File: src/rtl/div_pkg.sv
// Shared types and constants for the RV32M divide sequencer.
package div_pkg;

    localparam int XLEN = 32;

    localparam logic [2:0] S_IDLE  = 3'd0;
    localparam logic [2:0] S_SPEC  = 3'd1;
    localparam logic [2:0] S_ISSUE = 3'd2;
    localparam logic [2:0] S_WAIT  = 3'd3;
    localparam logic [2:0] S_DRAIN = 3'd4;
    localparam logic [2:0] S_WB    = 3'd5;

    typedef enum logic [2:0] {
        ST_IDLE  = S_IDLE,
        ST_SPEC  = S_SPEC,
        ST_ISSUE = S_ISSUE,
        ST_WAIT  = S_WAIT,
        ST_DRAIN = S_DRAIN,
        ST_WB    = S_WB
    } state_t;

    // funct3[1:0] of the RV32M divide group
    localparam logic [1:0] OP_DIV  = 2'b00;
    localparam logic [1:0] OP_DIVU = 2'b01;
    localparam logic [1:0] OP_REM  = 2'b10;
    localparam logic [1:0] OP_REMU = 2'b11;

    localparam logic [XLEN-1:0] INT_MIN  = 32'h8000_0000;
    localparam logic [XLEN-1:0] ALL_ONES = 32'hFFFF_FFFF;

    function automatic logic op_is_signed(input logic [1:0] op);
        return (op == OP_DIV) || (op == OP_REM);
    endfunction

    function automatic logic op_is_rem(input logic [1:0] op);
        return (op == OP_REM) || (op == OP_REMU);
    endfunction

endpackage

File: src/rtl/div_special_detect.sv
// Combinational detection of the RISC-V divide special cases and their
// architecturally defined results (divide-by-zero, signed overflow).
module div_special_detect
    import div_pkg::*;
(
    input  logic [XLEN-1:0] rs1_i,
    input  logic [XLEN-1:0] rs2_i,
    input  logic            signed_i,
    output logic            is_dz_o,
    output logic            is_ovf_o,
    output logic [XLEN-1:0] spec_quot_o,
    output logic [XLEN-1:0] spec_rem_o
);

    assign is_dz_o  = (rs2_i == '0);
    assign is_ovf_o = signed_i && (rs1_i == INT_MIN) && (rs2_i == ALL_ONES);

    // The two cases are mutually exclusive, so is_dz_o alone selects the result.
    assign spec_quot_o = is_dz_o ? ALL_ONES : INT_MIN;
    assign spec_rem_o  = is_dz_o ? rs1_i : '0;

endmodule

File: src/rtl/div_issue_ctrl.sv
// Sequencer between EX and the shared iterative divider (DIV/DIVU/REM/REMU).
// Optional last-result cache enabled by defining DIV_RESULT_CACHE_EN.
module div_issue_ctrl
    import div_pkg::*;
#(
    parameter int DW  = XLEN,
    parameter int RAW = 5
) (
    input  logic           clk,
    input  logic           rst,
    input  logic           req_valid_i,
    input  logic [1:0]     req_op_i,
    input  logic [DW-1:0]  req_rs1_i,
    input  logic [DW-1:0]  req_rs2_i,
    input  logic [RAW-1:0] req_rd_i,
    output logic           req_ready_o,
    input  logic           flush_i,
    output logic           stall_o,
    output logic           wb_valid_o,
    output logic [RAW-1:0] wb_rd_o,
    output logic [DW-1:0]  wb_data_o,
    output logic           div_start_o,
    output logic [DW-1:0]  div_dividend_o,
    output logic [DW-1:0]  div_divisor_o,
    output logic           div_signed_o,
    input  logic           div_done_i,
    input  logic [DW-1:0]  div_quot_i,
    input  logic [DW-1:0]  div_rem_i
);

    state_t         state_q;
    logic [DW-1:0]  rs1_q, rs2_q, res_q;
    logic [RAW-1:0] rd_q;
    logic           sgn_q, rem_q, wb_q, start_q;

    logic           req_signed, req_rem, accept;
    logic           is_dz, is_ovf, cache_hit;
    logic [DW-1:0]  spec_quot, spec_rem, cache_quot, cache_rem;

    assign req_signed = op_is_signed(req_op_i);
    assign req_rem    = op_is_rem(req_op_i);
    assign accept     = (state_q == ST_IDLE) && req_valid_i && !flush_i;

    div_special_detect u_special (
        .rs1_i       (req_rs1_i),
        .rs2_i       (req_rs2_i),
        .signed_i    (req_signed),
        .is_dz_o     (is_dz),
        .is_ovf_o    (is_ovf),
        .spec_quot_o (spec_quot),
        .spec_rem_o  (spec_rem)
    );

`ifdef DIV_RESULT_CACHE_EN
    logic          c_valid_q, c_sgn_q;
    logic [DW-1:0] c_rs1_q, c_rs2_q, c_quot_q, c_rem_q;

    assign cache_hit  = c_valid_q && (c_rs1_q == req_rs1_i) && (c_rs2_q == req_rs2_i)
                        && (c_sgn_q == req_signed);
    assign cache_quot = c_quot_q;
    assign cache_rem  = c_rem_q;

    always_ff @(posedge clk or posedge rst) begin
        if (rst) begin
            c_valid_q <= 1'b0;
            c_sgn_q   <= 1'b0;
            c_rs1_q   <= '0;
            c_rs2_q   <= '0;
            c_quot_q  <= '0;
            c_rem_q   <= '0;
        end else if (state_q == ST_WAIT && div_done_i && !flush_i) begin
            c_valid_q <= 1'b1;
            c_sgn_q   <= sgn_q;
            c_rs1_q   <= rs1_q;
            c_rs2_q   <= rs2_q;
            c_quot_q  <= div_quot_i;
            c_rem_q   <= div_rem_i;
        end else if ((state_q == ST_WAIT || state_q == ST_DRAIN) && flush_i) begin
            c_valid_q <= 1'b0;
        end
    end
`else
    assign cache_hit  = 1'b0;
    assign cache_quot = '0;
    assign cache_rem  = '0;
`endif

    always_ff @(posedge clk or posedge rst) begin
        if (rst) begin
            state_q <= ST_IDLE;
            rs1_q   <= '0;
            rs2_q   <= '0;
            res_q   <= '0;
            rd_q    <= '0;
            sgn_q   <= 1'b0;
            rem_q   <= 1'b0;
            wb_q    <= 1'b0;
            start_q <= 1'b0;
        end else begin
            wb_q    <= 1'b0;
            start_q <= 1'b0;
            case (state_q)
                ST_IDLE: begin
                    if (accept) begin
                        rs1_q <= req_rs1_i;
                        rs2_q <= req_rs2_i;
                        rd_q  <= req_rd_i;
                        sgn_q <= req_signed;
                        rem_q <= req_rem;
                        if (is_dz || is_ovf) begin
                            res_q   <= req_rem ? spec_rem : spec_quot;
                            wb_q    <= 1'b1;
                            state_q <= ST_SPEC;
                        end else if (cache_hit) begin
                            res_q   <= req_rem ? cache_rem : cache_quot;
                            wb_q    <= 1'b1;
                            state_q <= ST_WB;
                        end else begin
                            state_q <= ST_ISSUE;
                        end
                    end
                end
                ST_SPEC: state_q <= ST_IDLE;
                ST_ISSUE: begin
                    // The start pulse is registered, so a flush here never reaches the divider.
                    if (flush_i) begin
                        state_q <= ST_IDLE;
                    end else begin
                        start_q <= 1'b1;
                        state_q <= ST_WAIT;
                    end
                end
                ST_WAIT: begin
                    if (flush_i) begin
                        state_q <= div_done_i ? ST_IDLE : ST_DRAIN;
                    end else if (div_done_i) begin
                        res_q   <= rem_q ? div_rem_i : div_quot_i;
                        wb_q    <= 1'b1;
                        state_q <= ST_WB;
                    end
                end
                ST_DRAIN: if (div_done_i) state_q <= ST_IDLE;
                ST_WB:    state_q <= ST_IDLE;
                default:  state_q <= ST_IDLE;
            endcase
        end
    end

    assign wb_valid_o     = wb_q && !flush_i;
    assign wb_rd_o        = rd_q;
    assign wb_data_o      = res_q;
    assign req_ready_o    = accept;
    assign div_start_o    = start_q;
    assign div_dividend_o = rs1_q;
    assign div_divisor_o  = rs2_q;
    assign div_signed_o   = sgn_q;

    // Busy states hold the pipeline, released on the cycle the result is written back.
    always_comb begin
        stall_o = accept;
        case (state_q)
            ST_SPEC, ST_ISSUE, ST_WAIT, ST_DRAIN: stall_o = !wb_valid_o;
            default: ;
        endcase
    end

endmodule

File: config.mk
export PLATFORM = sky130hd
export DESIGN_NAME = div_issue_ctrl
export DESIGN_NICKNAME = d
export VERILOG_FILES = /design/src/rtl/div_pkg.sv /design/src/rtl/div_special_detect.sv /design/src/rtl/div_issue_ctrl.sv
export SDC_FILE = /design/constraint.sdc
export NUM_CORES = 1
export LEC_CHECK = 0
export CAP_MARGIN = 20
export CORE_AREA = 3 3 91 179
export DETAILED_ROUTE_END_ITERATION = 10
export DIE_AREA = 0 0 94 182
export HOLD_SLACK_MARGIN = 0.06
export PLACE_DENSITY = 0.65
export SYNTH_ARGS = -nofsm -noshare
export SYNTH_HDL_FRONTEND = slang
export SYNTH_SLANG_ARGS = --single-unit
export TNS_END_PERCENT = 20
File: constraint.sdc
create_clock -name clk -period 3.7 [get_ports clk]
set_clock_uncertainty 0.05 [all_clocks]
set_input_delay 0.555 -clock clk [delete_from_list [all_inputs] [get_ports clk]]
set_output_delay 0.555 -clock clk [all_outputs]
set_load 0.03 [all_outputs]
==> impl_results.md, run 1 <==
* Max Cap Violations at 0
* Clk sinks at between 100 and 150
* Worst-Margin Slew at around 0.94 ns
* DR WL/cell at approximately 19 um
* Fillers at between 1000 and 1500
* Power Total at around 4.3 mW
* Vias per cell at ~4.9
* Pwr per Cell Area at 528 nW/um^2
* Instance count of the mapped netlist at approximately 570
* Top cell type's share of synthesized area at 0.520
* Synth unique cells at 31
* Most frequent cells in the layout: 244 x clkdlybuf4s50_1, 212 x nand2_1, 107 x dfrtp_1, 35 x o21ai_0
* Htree depth at 3
* Critical path class: primary input to register
* Final Hold Fails at 0
* Post-CTS Hold Buffers at 0
* Core box area at around 15000 um^2
* Port bufs at approximately 250
* Die Area at about 17000 um^2
* Leakage at between 3 and 4 nW
* First drt pass iteration count at 7
* DRC viols at 0
* FF+latch count, synth at roughly 110
* Post-detail-place hpwl at 14500 um
* CP Launch Type: primary input
* Min-Delay Path Class: register to register
* Clock Root Buffer: clkbuf_16
* Total wire length at 18600 um
* Clock Path Buffers at 2
* DRT iter0 DRCs at about 240
* Skew-Pair Late Insertion Delay at about 0.34 ns
* Worst VDD drop at approximately 0.00034 V
* Gpl congestion at between 0.8 and 0.9
* Congestion Overflow GR at 0
* Reg2Reg Setup Slack at roughly 1.8 ns
* Crit-path max FO at 33
* Setup_tns at 0 ns
* Num CTS Buffers at 9
* Tot GR Track Use at 0.218
* Slew Limit Fails at 0
* Vias in the first global route at 5188
* Clock-pin slew on the worst setup and hold paths at approximately 0.08 ns
* Crit end category: register
* Synth async-reset ratio at 1.00
* Chip width at approximately 94 um
* Largest cells by area after synthesis: dfrtp_1 52%, nand2_1 15%, mux2_2 6.9%
* Post-synthesis instance area at a little over 5000 um^2
* Nets at 941
* Most used flip-flop cell after synthesis: dfrtp_1
* Slew headroom at 0.377
* Final period util at 0.830
* Fmax at 0.326 GHz
* Area growth syn-to-layout at 56.9%
* Seq/Total Area, Yosys at 0.520
* Post-CTS Setup Bufs at 0
* Unrepaired setup endpoints after global routing: no
* Die height at roughly 180 um
* Number of gates resized after cts at 0
* Leading area contributor after synthesis: dfrtp_1
* Commonest non-fill, non-tap cell in the layout: clkdlybuf4s50_1
* CTS tree: yes
* Largest net degree at the start of global routing at 74
* Mean post-synth cell area at between 9 and 10 um^2
* Post-synth EDFFs at 0
* Fin crit period at 3.07 ns
* ANT nets after route at 0
* Antenna violations before repair at 1
* # rows at 63
* Vias after detailed routing at between 4000 and 5000
* I/O Pins at 246
* Fraction of layout cells with a size suffix above 1 at 0.0807
* Synthesized net count at between 700 and 800
* Final setup fails at 0
* Status: completed
* Worst EP arrival at 3.24 ns
* First-pass GRT wire length at approximately 29000 um
* Synth warnings at 0
* CP required at 3.87 ns
* Initial core utilization at 0.347
routing by layer:
metal | up-vias | track usage | routed length [um]
met4 | 0 | 0.0729 | 491
met1 | 2367 | 0.250 | 6700
met3 | 22 | 0.0352 | 1010
li1 | 2359 | - | -
met2 | 180 | 0.401 | 10400
met5 | - | 0 | 0
cell type report:
cell class                      instances  area (um^2)  share of cell area
Sequential cell                       108         2700               0.331
Timing Repair Buffer                  254         2540               0.312
Multi-Input combinational cell        426         2360               0.289
Tap cell                              195          244              0.0299
Clock buffer                            9          225              0.0276
Clock inverter                          6         70.1             0.00859
Inverter                                2         10.0             0.00123
Antenna cell                            1         2.50            0.000307
state kept, by name, indices dropped and copies added, names as in the netlist:
name / cells
div_divisor_o: 32
wb_q: 1
wb_data_o: 32
div_start_o: 1
wb_rd_o: 5
div_dividend_o: 32
div_signed_o: 1
rem_q: 1
state_q: 3
Yosys cell counts, drive strengths merged, types with 2 or more instances:
library cell / instances
nand2: 212
dfrtp: 108
o21ai: 36
nand3: 33
mux2: 32
mux2i: 31
nand2b: 31
clkbuf: 27
nor4: 14
nand4: 10
buf: 8
nor2: 6
nand4b: 3
nor3: 3
inv: 2
nand3b: 2
nor2b: 2
path summary, 6_finish.rpt:
kind                                   start                  to  depth (start not counted)
worst min register to register    wb_rd_o[3]          wb_rd_o[3]                          2
min in group asynchronous                rst  div_dividend_o[25]                          2
worst min-delay path              wb_rd_o[3]          wb_rd_o[3]                          2
worst max register to register    state_q[0]        wb_data_o[6]                          7
max in group asynchronous                rst   div_divisor_o[19]                          3
worst max-delay path            req_rs1_i[1]        wb_data_o[6]                          9
through the flow:
step	instances	hold slack, ns	util	cell area [um^2]	setup WS [ns]
3_5_place_dp	985	0.411	0.525	7860	0.227
4_1_cts	1000	0.430	0.544	8150	0.580
5_1_grt	1001	0.450	0.545	8160	0.432
6_report	1001	0.430	0.545	8160	0.628
2_1_floorplan	571	0.394	-	5200	0.249
3_3_place_gp	985	0.406	0.525	7860	0.266
report_power, final:
group	switching (mW)	internal, mW	total [mW]	leakage (nW)
combinational	0.962	0.744	1.71	2.12
clock	0.451	0.530	0.981	0.147
sequential	0.187	1.43	1.62	1.38
logic make-up after synthesis:
kind of cell / Yosys count / synth area share
simple gates: 320 / 0.275
flops: 108 / 0.520
mux: 63 / 0.129
compound gates: 41 / 0.0424
buf+inv: 37 / 0.0310
xor+xnor: 2 / 0.00337
critical path, cell delays in order:
cell	delay, ns
clkdlybuf4s50_1	0.44
nor4_1	0.59
buf_4	0.22
nand4_1	0.09
nor4_1	0.34
nand4_1	0.21
o21ai_4	0.19
buf_12	0.23
mux2_2	0.36
(Power assumes the default switching activity.)
==> run 2: changes to the inputs <==
PLACE_DENSITY = 0.67   (was 0.65)
clock period = 2.6 ns   (was 3.7 ns; I/O delays follow)
==> run 2 against run 1 <==
  * Cell area grew 3.9%
  * Register-to-register slack got worse by 1.2 ns
  * Largest cell class is now buffers
  * Sequential power increased by 40%
  * Critical endpoint is now wb_data_o[18]
  * First-iteration DRC count fell by 7.6%
==> impl_results.md, run 2 (synthesis results as in run 1) <==
* Crit end category: register (unchanged)
* WHS at 0.362 ns (was 0.430 ns)
* Nets at 970 (was 941)
* CTS tree: yes (unchanged)
* Multi-input logic area at 2410 um^2 (was 2360 um^2)
* Final Hold Fails at 0 (unchanged)
* Seq pwr share at 0.373 (was 0.376)
* Skew-Pair Late Insertion Delay at 0.34 ns (about the same)
* Switch Pwr at 2.27 mW (was 1.60 mW)
* Final period util at 0.957
* Total wire length at 18700 um (was 18600 um)
* N_diodes at 0 (was 1)
* Area growth syn-to-layout at 63.0% (was 56.9%)
* Critical path class: primary input to register (unchanged)
* Post-detail-place hpwl at 14500 um (about the same)
* Tot GR Track Use at 0.215 (was 0.218)
* Most frequent cells in the layout: 237 x clkdlybuf4s50_1, 212 x nand2_1, 107 x dfrtp_1, 35 x o21ai_0, 33 x buf_4 (was 244 x clkdlybuf4s50_1, 212 x nand2_1, 107 x dfrtp_1, 35 x o21ai_0)
* Vias in the first global route at 5169 (was 5188)
* Port bufs at 245 (unchanged)
* Worst VDD drop at 0.000428 V (was 0.000345 V)
* Leakage at 3.85 nW (was 3.64 nW)
* Die Area at 17100 um^2 (unchanged)
* Slew headroom at 0.488 (was 0.377)
* Core box area at 15000 um^2 (unchanged)
* CP required at 2.77 ns (was 3.87 ns)
* Chip width at 94 um (unchanged)
* Area occupied by registers at 2700 um^2 (unchanged)
* Worst-Margin Slew at 0.768 ns (was 0.935 ns)
* DR WL/cell at 18.2 um (was 18.5 um)
* Fmax at approximately 0.40 GHz
* Vias after detailed routing at 5012 (was 4928)
* First-pass GRT wire length at 28400 um (was 28700 um)
* Slew Limit Fails at 0 (unchanged)
* R2R cell count at 8 (was 7)
* ANT nets after route at 0 (unchanged)
* Worst setup margin at 0.111 ns (was 0.628 ns)
* Clock-pin slew on the worst setup and hold paths at 0.08 ns (about the same)
* Num CTS Buffers at 9 (unchanged)
* CP Launch Type: primary input (unchanged)
* Switching part of the total at 0.373 (was 0.372)
* Worst EP arrival at 2.66 ns (was 3.24 ns)
* Clk sinks at 108 (unchanged)
* Clock Path Buffers at 2 (unchanged)
* Status: completed (unchanged)
* Pint at 3.81 mW (was 2.71 mW)
* Largest net degree at the start of global routing at 109 (was 74)
* Die height at 182 um (unchanged)
* Commonest non-fill, non-tap cell in the layout: clkdlybuf4s50_1 (unchanged)
* Hold path depth at 4 (was 2)
* Crit-path max FO at 8 (was 33)
* Vias per cell at 4.87 (was 4.92)
* Fraction of layout cells with a size suffix above 1 at 0.125 (was 0.0807)
* I/O Pins at 246 (unchanged)
* DP Worst Slack at -0.458 ns (was 0.227 ns)
* Post-CTS Hold Buffers at 0 (unchanged)
* Initial core utilization at 0.347 (unchanged)
* Fillers at 1343 (was 1401)
* Final setup fails at 0 (unchanged)
* Antenna violations before repair at 0 (was 1)
* Min-Delay Path Class: primary input to register (was register to register)
* Congestion Overflow GR at 0 (unchanged)
* Pwr per Cell Area at 718 nW/um^2 (was 528 nW/um^2)
* Fin crit period at 2.49 ns
* Power Total at 6.09 mW (was 4.31 mW)
* DRT iter0 DRCs at 218 (was 236)
* Htree depth at 3 (unchanged)
* Clock Root Buffer: clkbuf_16 (unchanged)
* First drt pass iteration count at 4 (was 7)
* Clock power share at 0.216 (was 0.228)
* Gate power share at 0.412 (was 0.396)
* Max Cap Violations at 0 (unchanged)
* Gpl congestion at 0.827 (was 0.876)
* Unrepaired setup endpoints after global routing: no (unchanged)
* DRC viols at 0 (unchanged)
* # rows at 63 (unchanged)
[run 2: power groups by stage]
| stage | registers, mW | logic (mW) | clock network, mW |
|---|---|---|---|
| 2_1_floorplan | 2.96 | 0.590 | 0 |
| 3_3_place_gp | 2.28 | 2.49 | 0 |
| 3_5_place_dp | 2.30 | 2.52 | 0 |
| 4_1_cts | 2.27 | 2.53 | 1.35 |
| 5_1_grt | 2.32 | 2.66 | 1.41 |
| 6_report | 2.27 | 2.51 | 1.31 |
[run 2: metrics by stage]
| stage | util | area (um^2) | TNS, ns | cells |
|---|---|---|---|---|
| 6_report | 0.566 | 8480 | 0 | 1030 |
| 5_1_grt | 0.566 | 8480 | 0 | 1030 |
| 4_1_cts | 0.561 | 8410 | 0 | 1028 |
| 3_5_place_dp | 0.538 | 8060 | -14.40 | 1010 |
| 3_3_place_gp | 0.538 | 8060 | -11.46 | 1010 |
| 2_1_floorplan | - | 5200 | 0 | 571 |
[run 2: worst paths after layout]
path                               startpoint            endpoint  slack, ns
setup / recovery                 req_rs1_i[4]       wb_data_o[18]       0.11
max in group asynchronous                 rst       wb_data_o[30]       1.50
hold reg to reg            div_dividend_o[10]  div_dividend_o[10]       0.43
setup reg to reg                   state_q[0]       wb_data_o[18]       0.55
hold / removal                  req_rs1_i[25]  div_dividend_o[25]       0.36
min in group asynchronous                 rst        wb_data_o[1]       0.50
[run 2: layout make-up]
cell class / count / share of cell area
clock buffer: 10 / 0.0282
multi-input combinational: 426 / 0.285
timing repair buffer: 283 / 0.333
tap: 195 / 0.0288
sequential: 108 / 0.319
clock inverter: 6 / 0.00531
inverter: 2 / 0.00133
[run 2: repair_timing]
action / in CTS / in global routing
endpoints found under the setup margin: 32 / 32
resized for setup: 8 / 10
buffers inserted: 1 / 1
pin swaps: 0 / 9
gates cloned: 1 / 1
[run 2: worst max-delay path, cell delays in order]
cell	delay, ns
clkdlybuf4s50_1	0.44
nor4_2	0.31
nand3_1	0.18
nor4_2	0.30
nand4_1	0.20
o21ai_4	0.21
buf_6	0.14
clkbuf_16	0.15
mux2_2	0.33
[run 2: routing by layer]
metal,GRT usage,up-vias,wire length [um]
met5,0,-,0
met4,0.0781,0,555
met3,0.0365,32,912
met2,0.390,167,10400
met1,0.247,2393,6870
li1,-,2420,-
==> run 3: changes to the inputs <==
HOLD_SLACK_MARGIN = 0.1   (was 0.06)
==> results of run 3 <==
No change in the layout: final DEF, timing and power equal those of run 2.
